### config.mk
export PLATFORM = sky130hd
export DESIGN_NAME = inst_mem_loader
export DESIGN_NICKNAME = d
export VERILOG_FILES = /design/src/rtl/loader_pkg.sv /design/src/rtl/byte_packer.sv /design/src/rtl/inst_mem_loader.sv
export SDC_FILE = /design/constraint.sdc
export NUM_CORES = 1
export LEC_CHECK = 0
export CORE_AREA = 2 2 88 90
export CTS_CLUSTER_DIAMETER = 100
export DETAILED_ROUTE_END_ITERATION = 7
export DIE_AREA = 0 0 90 92
export DONT_BUFFER_PORTS = 1
export PLACE_DENSITY = 0.79
export SYNTH_ARGS = -nofsm -noshare
export SYNTH_HDL_FRONTEND = slang
export SYNTH_SLANG_ARGS = --single-unit
export TNS_END_PERCENT = 5
### constraint.sdc
create_clock -name clk -period 2.6 [get_ports clk]
set_clock_uncertainty 0.2 [all_clocks]
set_input_delay 0.26 -clock clk [delete_from_list [all_inputs] [get_ports clk]]
set_output_delay 0.26 -clock clk [all_outputs]
set_load 0.05 [all_outputs]
### src/rtl/loader_pkg.sv
// loader_pkg -- shared definitions for the instruction memory loader.
//   MEM_DEPTH : default instruction memory depth in words
//   ADDR_W    : word-address width needed to index MEM_DEPTH words
//   COUNT_W   : width of the requested word count
//   state_t   : loader FSM state encoding
package loader_pkg;

    localparam int MEM_DEPTH = 8192;
    localparam int ADDR_W    = $clog2(MEM_DEPTH);
    localparam int COUNT_W   = 14;

    typedef enum logic [1:0] {
        IDLE   = 2'd0,
        RECV   = 2'd1,
        WRITE  = 2'd2,
        FINISH = 2'd3
    } state_t;

endpackage

### src/rtl/byte_packer.sv
// byte_packer -- assembles four bytes into one big-endian 32-bit word.
//   clk, rst_n  : clock, asynchronous active-low reset
//   clear       : drops any partial word and restarts at the first byte
//   in_valid    : a byte is transferred this cycle
//   in_data     : the transferred byte
//   word_valid  : high in the cycle the fourth byte arrives
//   word        : assembled word, valid while word_valid is high
module byte_packer (
    input  logic        clk,
    input  logic        rst_n,
    input  logic        clear,
    input  logic        in_valid,
    input  logic [7:0]  in_data,
    output logic        word_valid,
    output logic [31:0] word
);

    logic [23:0] shift_q;
    logic [1:0]  count_q;

    // NOTE: sequential state uses non-blocking assignments so every register
    // samples the pre-edge values of the others, independent of block order.
    always_ff @(posedge clk or negedge rst_n) begin
        if (!rst_n) begin
            shift_q <= '0;
            count_q <= '0;
        end else if (clear) begin
            shift_q <= '0;
            count_q <= '0;
        end else if (in_valid) begin
            shift_q <= {shift_q[15:0], in_data};
            count_q <= count_q + 2'd1;   // wraps to 0 after the fourth byte
        end
    end

    // Earlier bytes have shifted toward the top, so the first byte lands in 31:24.
    assign word_valid = in_valid && (count_q == 2'd3);
    assign word       = {shift_q, in_data};

endmodule

### src/rtl/inst_mem_loader.sv
// inst_mem_loader -- streams bytes into 32-bit words and writes them to
// consecutive instruction memory addresses.
//   clk, rst_n    : clock, asynchronous active-low reset
//   Start         : one-cycle pulse starting a load (ignored while Busy)
//   Word_Count    : words to load, sampled with Start
//   Byte_Valid    : Byte_Data holds a byte
//   Byte_Data     : incoming program byte
//   Byte_Ready    : loader accepts a byte this cycle
//   Write_Enable  : one-cycle memory write strobe
//   Write_Address : word index, wraps at MEM_DEPTH
//   Write_Data    : assembled word
//   Busy          : a load is in progress
//   Done          : one-cycle pulse at the end of a load
module inst_mem_loader
    import loader_pkg::*;
#(
    parameter int MEM_DEPTH = loader_pkg::MEM_DEPTH
) (
    input  logic               clk,
    input  logic               rst_n,
    input  logic               Start,
    input  logic [COUNT_W-1:0] Word_Count,
    input  logic               Byte_Valid,
    input  logic [7:0]         Byte_Data,
    output logic               Byte_Ready,
    output logic               Write_Enable,
    output logic [31:0]        Write_Address,
    output logic [31:0]        Write_Data,
    output logic               Busy,
    output logic               Done
);

    state_t             state_q;
    logic [ADDR_W-1:0]  addr_q;
    logic [COUNT_W-1:0] remaining_q;

    logic        start_accept;
    logic        byte_xfer;
    logic        word_valid;
    logic [31:0] word;

    assign start_accept = (state_q == IDLE) && Start;
    assign byte_xfer    = Byte_Valid && Byte_Ready;

    byte_packer u_byte_packer (
        .clk        (clk),
        .rst_n      (rst_n),
        .clear      (start_accept),
        .in_valid   (byte_xfer),
        .in_data    (Byte_Data),
        .word_valid (word_valid),
        .word       (word)
    );

    assign Write_Address = {{(32 - ADDR_W){1'b0}}, addr_q};

    // Outputs are registered and change together with the state they belong to.
    always_ff @(posedge clk or negedge rst_n) begin
        if (!rst_n) begin
            state_q      <= IDLE;
            addr_q       <= '0;
            remaining_q  <= '0;
            Write_Data   <= '0;
            Byte_Ready   <= 1'b0;
            Write_Enable <= 1'b0;
            Busy         <= 1'b0;
            Done         <= 1'b0;
        end else begin
            case (state_q)
                IDLE: begin
                    if (Start) begin
                        remaining_q <= Word_Count;
                        addr_q      <= '0;
                        Busy        <= 1'b1;
                        if (Word_Count == '0) begin
                            state_q <= FINISH;
                            Done    <= 1'b1;
                        end else begin
                            state_q    <= RECV;
                            Byte_Ready <= 1'b1;
                        end
                    end
                end

                RECV: begin
                    if (word_valid) begin
                        state_q      <= WRITE;
                        Byte_Ready   <= 1'b0;
                        Write_Enable <= 1'b1;
                        Write_Data   <= word;
                    end
                end

                WRITE: begin
                    Write_Enable <= 1'b0;
                    remaining_q  <= remaining_q - COUNT_W'(1);
                    addr_q       <= (addr_q == ADDR_W'(MEM_DEPTH - 1)) ? '0
                                                                       : addr_q + ADDR_W'(1);
                    if (remaining_q == COUNT_W'(1)) begin
                        state_q <= FINISH;
                        Done    <= 1'b1;
                    end else begin
                        state_q    <= RECV;
                        Byte_Ready <= 1'b1;
                    end
                end

                FINISH: begin
                    state_q <= IDLE;
                    Done    <= 1'b0;
                    Busy    <= 1'b0;
                end

                default: state_q <= IDLE;
            endcase
        end
    end

endmodule

==> impl_metrics.tcl, run 1 <==
set metrics [dict create \
    run_status "finished clean" \
    setup.worst_path.end_class "register" \
    floorplan.initialDensity_pct 57.9 \
    reg2reg_to "addr_q[9]$_DFFE_PN0P_" \
    period_share_pct 83.1 \
    power_per_cell_area_nw_per_um2 1120 \
    die_height_um 92 \
    synth_cell_types 51 \
    hold_path.startpoint "Byte_Valid" \
    synth-edff-count 0 \
    post_synth.cell_area_avg_um2 10.3 \
    fin_setup_tns_ns 0 \
    sequential_area_share_after_synthesis_pct 52.8 \
    diodes 0 \
    max_cap_viol_count 0 \
    synth_top_area_share_pct 52.8 \
    drt_iter0_markers 193 \
    h-tree-depth 3 \
    die_w_um 90 \
    ctsResizeCount 0 \
    post-route-util_pct 64.9 \
    route.final.wire_length_mm 9.53 \
    first_global_vias 3188 \
    final_net_count 479 \
    timing.critical_path.from_type "register" \
    clock-sinks 91 \
    route.detailed.wl_per_inst_um 17.1 \
    vias 3250 \
    synth_cells 420 \
    synth.cell_area_um2 4310 \
    finalHoldViolCount 0 \
    yosysTopAreaCell "dfrtp_1" \
    top_library_cells_by_usage_in_the_layout_fill_and_taps_aside "91 x dfrtp_1, 77 x nand2_1, 32 x a21oi_1, 32 x mux2_2, 22 x buf_4" \
    boundaryPins 94 \
    ctsRootBufferMaster "clkbuf_8" \
    worst_pin_slew_ns 0.620 \
    cts-hold-fix-buffers 20 \
    slew-limit-headroom_pct 58.6 \
    clkLatencyLatePin_ns 0.36 \
    area_growth_syn_to_layout_pct 12.0 \
    detail_route.drc_violations 0 \
    maximum_fanout_along_the_worst_path 18 \
    drt_pass1_iterations 4 \
    layout_commonest_cell "dfrtp_1" \
    final_layout_size_suffix_gt1_share_pct 17.4 \
    fraction_of_synthesis_flops_using_an_asynchronous_set_or_reset_pin_pct 100 \
    number_of_rows_in_the_core_area 32 \
    cts_tree "yes" \
    critical_path.reg2reg.startpoint "state_q[1]$_DFFE_PN0P_" \
    die-area_um2 8280 \
    tritoncts.num_buffers 9 \
    grt_pass1_wl_mm 15.9 \
    grt_overflow_total 0 \
    fmaxAchievable_mhz 463 \
    port_buffers 0 \
    shortest_clock_period_the_worst_path_allows_after_layout_ns 2.16 \
    hpwl_mm 6.42 \
    global_placer_s_final_weighted_congestion 0.871 \
    grt.total_usage_pct 24.3 \
    max-vdd-ir-drop_uv 951 \
    cts_post_setup_buffers_inserted 0 \
    reg2reg_setup_slack_ns 0.44 \
    antenna_found_initial 0 \
    min_to "state_q[0]$_DFFE_PN0P_" \
    synth_top_cells_by_area "dfrtp_1 53%, mux2_2 8.4%, nand2_1 6.7%, a21oi_1 3.7%, buf_4 3.3%" \
    hold_path_class "primary input to register" \
    clk_transition_reported_paths_ns 0.10 \
    hold-path-cell-count 2 \
    drtAntennaViolNets 0 \
    cp.arrival_ns 2.25 \
    synth_flop_cell "dfrtp_1" \
    clk_path_buf_depth 2 \
    timing.critical_path.required_ns 2.69 \
    timing.final.setup_violations 0 \
    fp.coreArea_um2 7450 \
    critical_path_class "register to register" \
    power.static_leakage_nw 2.19 \
    rsz0062_at_grt "false" \
    finalMaxSlewViolations 0 \
    grt_start_max_net_pins 92 \
    worstRegToRegCells 6 \
    synth.ff_latch_count 91 \
    synthesis.yosys.warnings 0 \
    avgViaCountPerCell 5.85 \
]
## cells in the mapped netlist, drive strengths merged (3+ instances only)
library cell,number
o21ai,19
buf,29
mux2i,4
o311ai,5
a41oi,3
and2,4
and3,5
clkbuf,13
o22ai,5
nor3,3
nand4,9
or4,4
nand3,13
o211ai,5
nor2,10
inv,5
dfrtp,91
or3,3
nor2b,5
nand2,77
a31oi,4
a21oi,32
nor4,5
ha,4
o22a,4
mux2,32
## where the power goes
part / internal (mW) / switching, mW
logic: 0.592 / 0.752
clock network: 0.365 / 0.549
registers: 1.91 / 1.23
## how the worst max path moves through the flow
stage | startpoint | end | slack (ns) | depth (start not counted)
4_1_cts | state_q[1]$_DFFE_PN0P_ | addr_q[9]$_DFFE_PN0P_ | 0.48 | 6
6_report | state_q[1]$_DFFE_PN0P_ | addr_q[9]$_DFFE_PN0P_ | 0.44 | 6
3_5_place_dp | state_q[1]$_DFFE_PN0P_ | addr_q[9]$_DFFE_PN0P_ | 0.51 | 6
3_3_place_gp | state_q[1]$_DFFE_PN0P_ | addr_q[9]$_DFFE_PN0P_ | 0.52 | 6
2_1_floorplan | addr_q[0]$_DFFE_PN0P_ | addr_q[1]$_DFFE_PN0P_ | 0.52 | 5
5_1_grt | state_q[1]$_DFFE_PN0P_ | addr_q[9]$_DFFE_PN0P_ | 0.28 | 6
## per-stage QoR
stage	worst slack, ns	std cells	power (mW)	cell area [um^2]	hold slack [ns]
after global routing	0.279	556	5.70	4830	0.0167
after floorplan	0.517	438	4.08	4380	-0.236
after global placement	0.516	520	4.37	4430	-0.234
after detailed placement	0.512	520	4.45	4430	-0.234
after CTS	0.480	556	5.41	4830	0.0138
final	0.439	556	5.39	4830	0.0169
## kinds of logic after synthesis
| kind of cell | count (synthesis) | synth area share [%] |
|---|---|---|
| and+or+nand+nor | 149 | 17.1 |
| DFF | 91 | 52.8 |
| AOI/OAI and AO/OA | 89 | 13.0 |
| buffers and inverters | 48 | 6.12 |
| muxes | 36 | 9.28 |
| adders and majority gates | 4 | 1.16 |
| xor gates and xnor gates | 2 | 0.406 |
| other | 1 | 0.0869 |
## worst max-delay path, stage by stage (launching register included)
cell and delay, ns:
dfrtp_1 0.65, buf_4 0.26, nor2b_1 0.34, buf_4 0.30, nand4b_1 0.12, a2bb2oi_1 0.14
o21ai_0 0.07
## sequential cells by signal, indices dropped and copies added, names as in the netlist
signal / flops
remaining_q: 14
Write_Data: 32
Write_Enable: 1
addr_q: 13
Busy: 1
state_q: 2
Done: 1
u_byte_packer.count_q: 2
u_byte_packer.shift_q: 24
Byte_Ready: 1
## metal layers
layer	routed length, um	GRT usage [%]	vias up
met2	4650	39.2	126
li1	-	-	1528
met1	3920	30.4	1581
met5	0	0	-
met4	170	10.6	0
met3	789	7.48	15
## layout make-up
class,instances,area [um^2]
Timing Repair Buffer,42,383
Sequential cell,91,2280
Fill cell,611,2620
Clock inverter,7,56.3
Multi-Input combinational cell,299,1840
Tap cell,102,128
Clock buffer,9,124
Inverter,6,22.5
Power figures use the tool's default switching activity.
==> inputs of run 2 (changes only) <==
--- a/config.mk
+++ b/config.mk
@@ -5,10 +5,10 @@
 export SDC_FILE = /design/constraint.sdc
 export NUM_CORES = 1
 export LEC_CHECK = 0
-export CORE_AREA = 2 2 88 90
+export CORE_AREA = 2 2 90 92
 export CTS_CLUSTER_DIAMETER = 100
 export DETAILED_ROUTE_END_ITERATION = 7
-export DIE_AREA = 0 0 90 92
+export DIE_AREA = 0 0 92 94
 export DONT_BUFFER_PORTS = 1
 export PLACE_DENSITY = 0.79
 export SYNTH_ARGS = -nofsm -noshare
==> constraint.sdc (replaced) <==
create_clock -name clk -period 1.9 [get_ports clk]
set_clock_uncertainty 0.2 [all_clocks]
set_input_delay 0.19 -clock clk [delete_from_list [all_inputs] [get_ports clk]]
set_output_delay 0.19 -clock clk [all_outputs]
set_load 0.05 [all_outputs]
==> run 2 against run 1 <==
The run now ends with hold timing, setup timing left. Clock-buffer cell count did not move. Register-to-register slack worse by 0.47 ns. Final cell count up 5.6%. Critical path depth down 2. Clock power up 41%. First-iteration DRC count up 56%. Sequential share of layout area decreased by 2.6 points. Global-route usage up 0.37 points. Final area grew 6.0%.
==> impl_metrics.tcl, run 2 (same netlist as run 1, synthesis figures left out) <==
set metrics [dict create \
    run_status "finished, violations left" \
    failed_checks "hold timing, setup timing" \
    global_route.usage.met3_pct 5.94 \
    final.setup.worst_slack_ns -0.0345 \
    period_share_pct 102 \
    detailed_place.area_um2 4640 \
    critical_path_class "register to register" \
    die_height_um 94 \
    top_library_cells_by_usage_in_the_layout_fill_and_taps_aside "88 x dfrtp_1, 77 x nand2_1, 47 x buf_4, 32 x a21oi_1, 32 x mux2_2" \
    fmaxAchievable_mhz 517 \
    max_cap_viol_count 0 \
    slew-limit-headroom_pct 64.3 \
    hold_path_class "primary input to async pin" \
    route.detailed.wl_per_inst_um 17.1 \
    worstRegToRegCells 4 \
    rsz0062_at_grt "true" \
    first_global_vias 3436 \
    gr-usage-met2_pct 42.0 \
    avgViaCountPerCell 5.75 \
    final_area_um2 5120 \
    fp.coreArea_um2 7610 \
    grt_pass1_wl_mm 16.6 \
    cp.arrival_ns 1.98 \
    gr_busiest_metal "met2" \
    number_of_rows_in_the_core_area 32 \
    multi_input_comb_area_um2 1870 \
    detail_route.drc_violations 0 \
    final_net_count 510 \
    drt_iter0_markers 301 \
    clkLatencyLatePin_ns 0.37 \
    power.static_leakage_nw 2.33 \
    total_power_mw 7.69 \
    clk_path_buf_depth 2 \
    floorplan.initialDensity_pct 56.7 \
    registers.top_by_ff_count "Write_Data" \
    crit_path_top_delay_cell "or4_4" \
    layout_commonest_cell "dfrtp_1" \
    power_per_cell_area_nw_per_um2 1500 \
    route.final.wire_length_mm 10.1 \
    hpwl_mm 6.72 \
    timing.critical_path.from_type "register" \
    shortest_clock_period_the_worst_path_allows_after_layout_ns 1.93 \
    clock-sinks 91 \
    clk_transition_reported_paths_ns 0.11 \
    fillerInstances 599 \
    grt.total_usage_pct 24.6 \
    critPathCapture "Byte_Ready$_DFFE_PN0P_" \
    boundaryPins 94 \
    ctsRootBufferMaster "clkbuf_8" \
    largest_reg_flops 32 \
    die-area_um2 8650 \
    vias 3378 \
    biggestRegsByFlops "Write_Data (32), u_byte_packer.shift_q (24), remaining_q (14)" \
    drtAntennaViolNets 0 \
    setup.worst_path.end_class "register" \
    finish.cell_count_without_fillers 587 \
    reg2reg_setup_slack_ns -0.03 \
    grt_overflow_total 0 \
    ff_latch_area_um2 2280 \
    met1_usage_pct 31.2 \
    place.detailed.instances 544 \
    global_placer_s_final_weighted_congestion 0.885 \
    critical_path.reg2reg.startpoint "remaining_q[8]$_DFFE_PN0P_" \
    drt_pass1_iterations 5 \
    area_growth_syn_to_layout_pct 18.8 \
    worst_pin_slew_ns 0.535 \
    die_w_um 92 \
    port_buffers 0 \
    cts-hold-fix-buffers 24 \
    cts_tree "yes" \
    diodes 0 \
    timing.critical_path.from "remaining_q[8]$_DFFE_PN0P_" \
    antenna_found_initial 0 \
    fin_worst_hold_slack_ns -0.699 \
    timing.final.setup_violations 1 \
    final_layout_size_suffix_gt1_share_pct 22.7 \
    worst_path_largest_cell_delay_ns 0.57 \
    finalMaxSlewViolations 0 \
    grt_start_max_net_pins 92 \
    finalHoldViolCount 91 \
    h-tree-depth 3 \
    timing.critical_path.required_ns 1.94 \
    worstPathCellList "or4_4 > nor3_4 > nand4_1 > a221o_1" \
    maximum_fanout_along_the_worst_path 3 \
    reg2reg_to "Byte_Ready$_DFFE_PN0P_" \
    max-vdd-ir-drop_uv 1070 \
    tritoncts.num_buffers 9 \
]
[run 2: cell type report]
class / count / area share (%)
tap: 102 / 2.49
timing repair buffer: 73 / 12.4
sequential: 91 / 44.5
inverter: 6 / 0.440
clock inverter: 7 / 1.34
multi-input combinational: 299 / 36.4
clock buffer: 9 / 2.42
[run 2: how the worst min path moves through the flow]
| stage | start | to | slack, ns | cells after the start |
|---|---|---|---|---|
| finish | rst_n | Write_Enable$_DFFE_PN0P_ | -0.70 | 0 |
| global route | rst_n | addr_q[11]$_DFFE_PN0P_ | -0.72 | 0 |
| detailed placement | rst_n | remaining_q[8]$_DFFE_PN0P_ | -0.30 | 0 |
| floorplan | rst_n | Busy$_DFFE_PN0P_ | -0.31 | 0 |
| global placement | rst_n | addr_q[10]$_DFFE_PN0P_ | -0.30 | 0 |
| CTS | rst_n | remaining_q[8]$_DFFE_PN0P_ | -0.71 | 0 |
[run 2: worst max-delay path: cells and delay by family, from the launching register on]
family / cells / cell delay, ns
flops: 1 / 0.40
compound gates: 1 / 0.32
simple gates: 3 / 0.88
[run 2: stage by stage]
step           hold slack (ns)  util [%]  setup TNS [ns]  setup slack, ns
2_1_floorplan           -0.306         -         -0.0748          -0.0232
3_3_place_gp            -0.303      61.0               0           0.0331
3_5_place_dp            -0.303      61.0        -0.00993         -0.00993
4_1_cts                 -0.709      66.9               0           0.0159
5_1_grt                 -0.716      67.3          -0.239          -0.0608
6_report                -0.699      67.3         -0.0345          -0.0345
[run 2: where the power goes]
part | switching (mW) | internal (mW)
clock | 0.778 | 0.513
combinational | 1.13 | 1.04
sequential | 1.62 | 2.61
[run 2: routing by layer]
metal  vias to the layer above  routed length (um)
met5                         -                   0
met4                         0                 136
met3                         9                 809
met2                       136                4890
met1                      1640                4220
li1                       1593                   -
[run 2: what timing repair did]
item	4_1_cts	5_1_grt
resized for setup	0	4
endpoints found under the setup margin	1	10
hold endpoints to repair	126	91
pin swaps	1	5
setup buffers	2	1
gates cloned	0	0
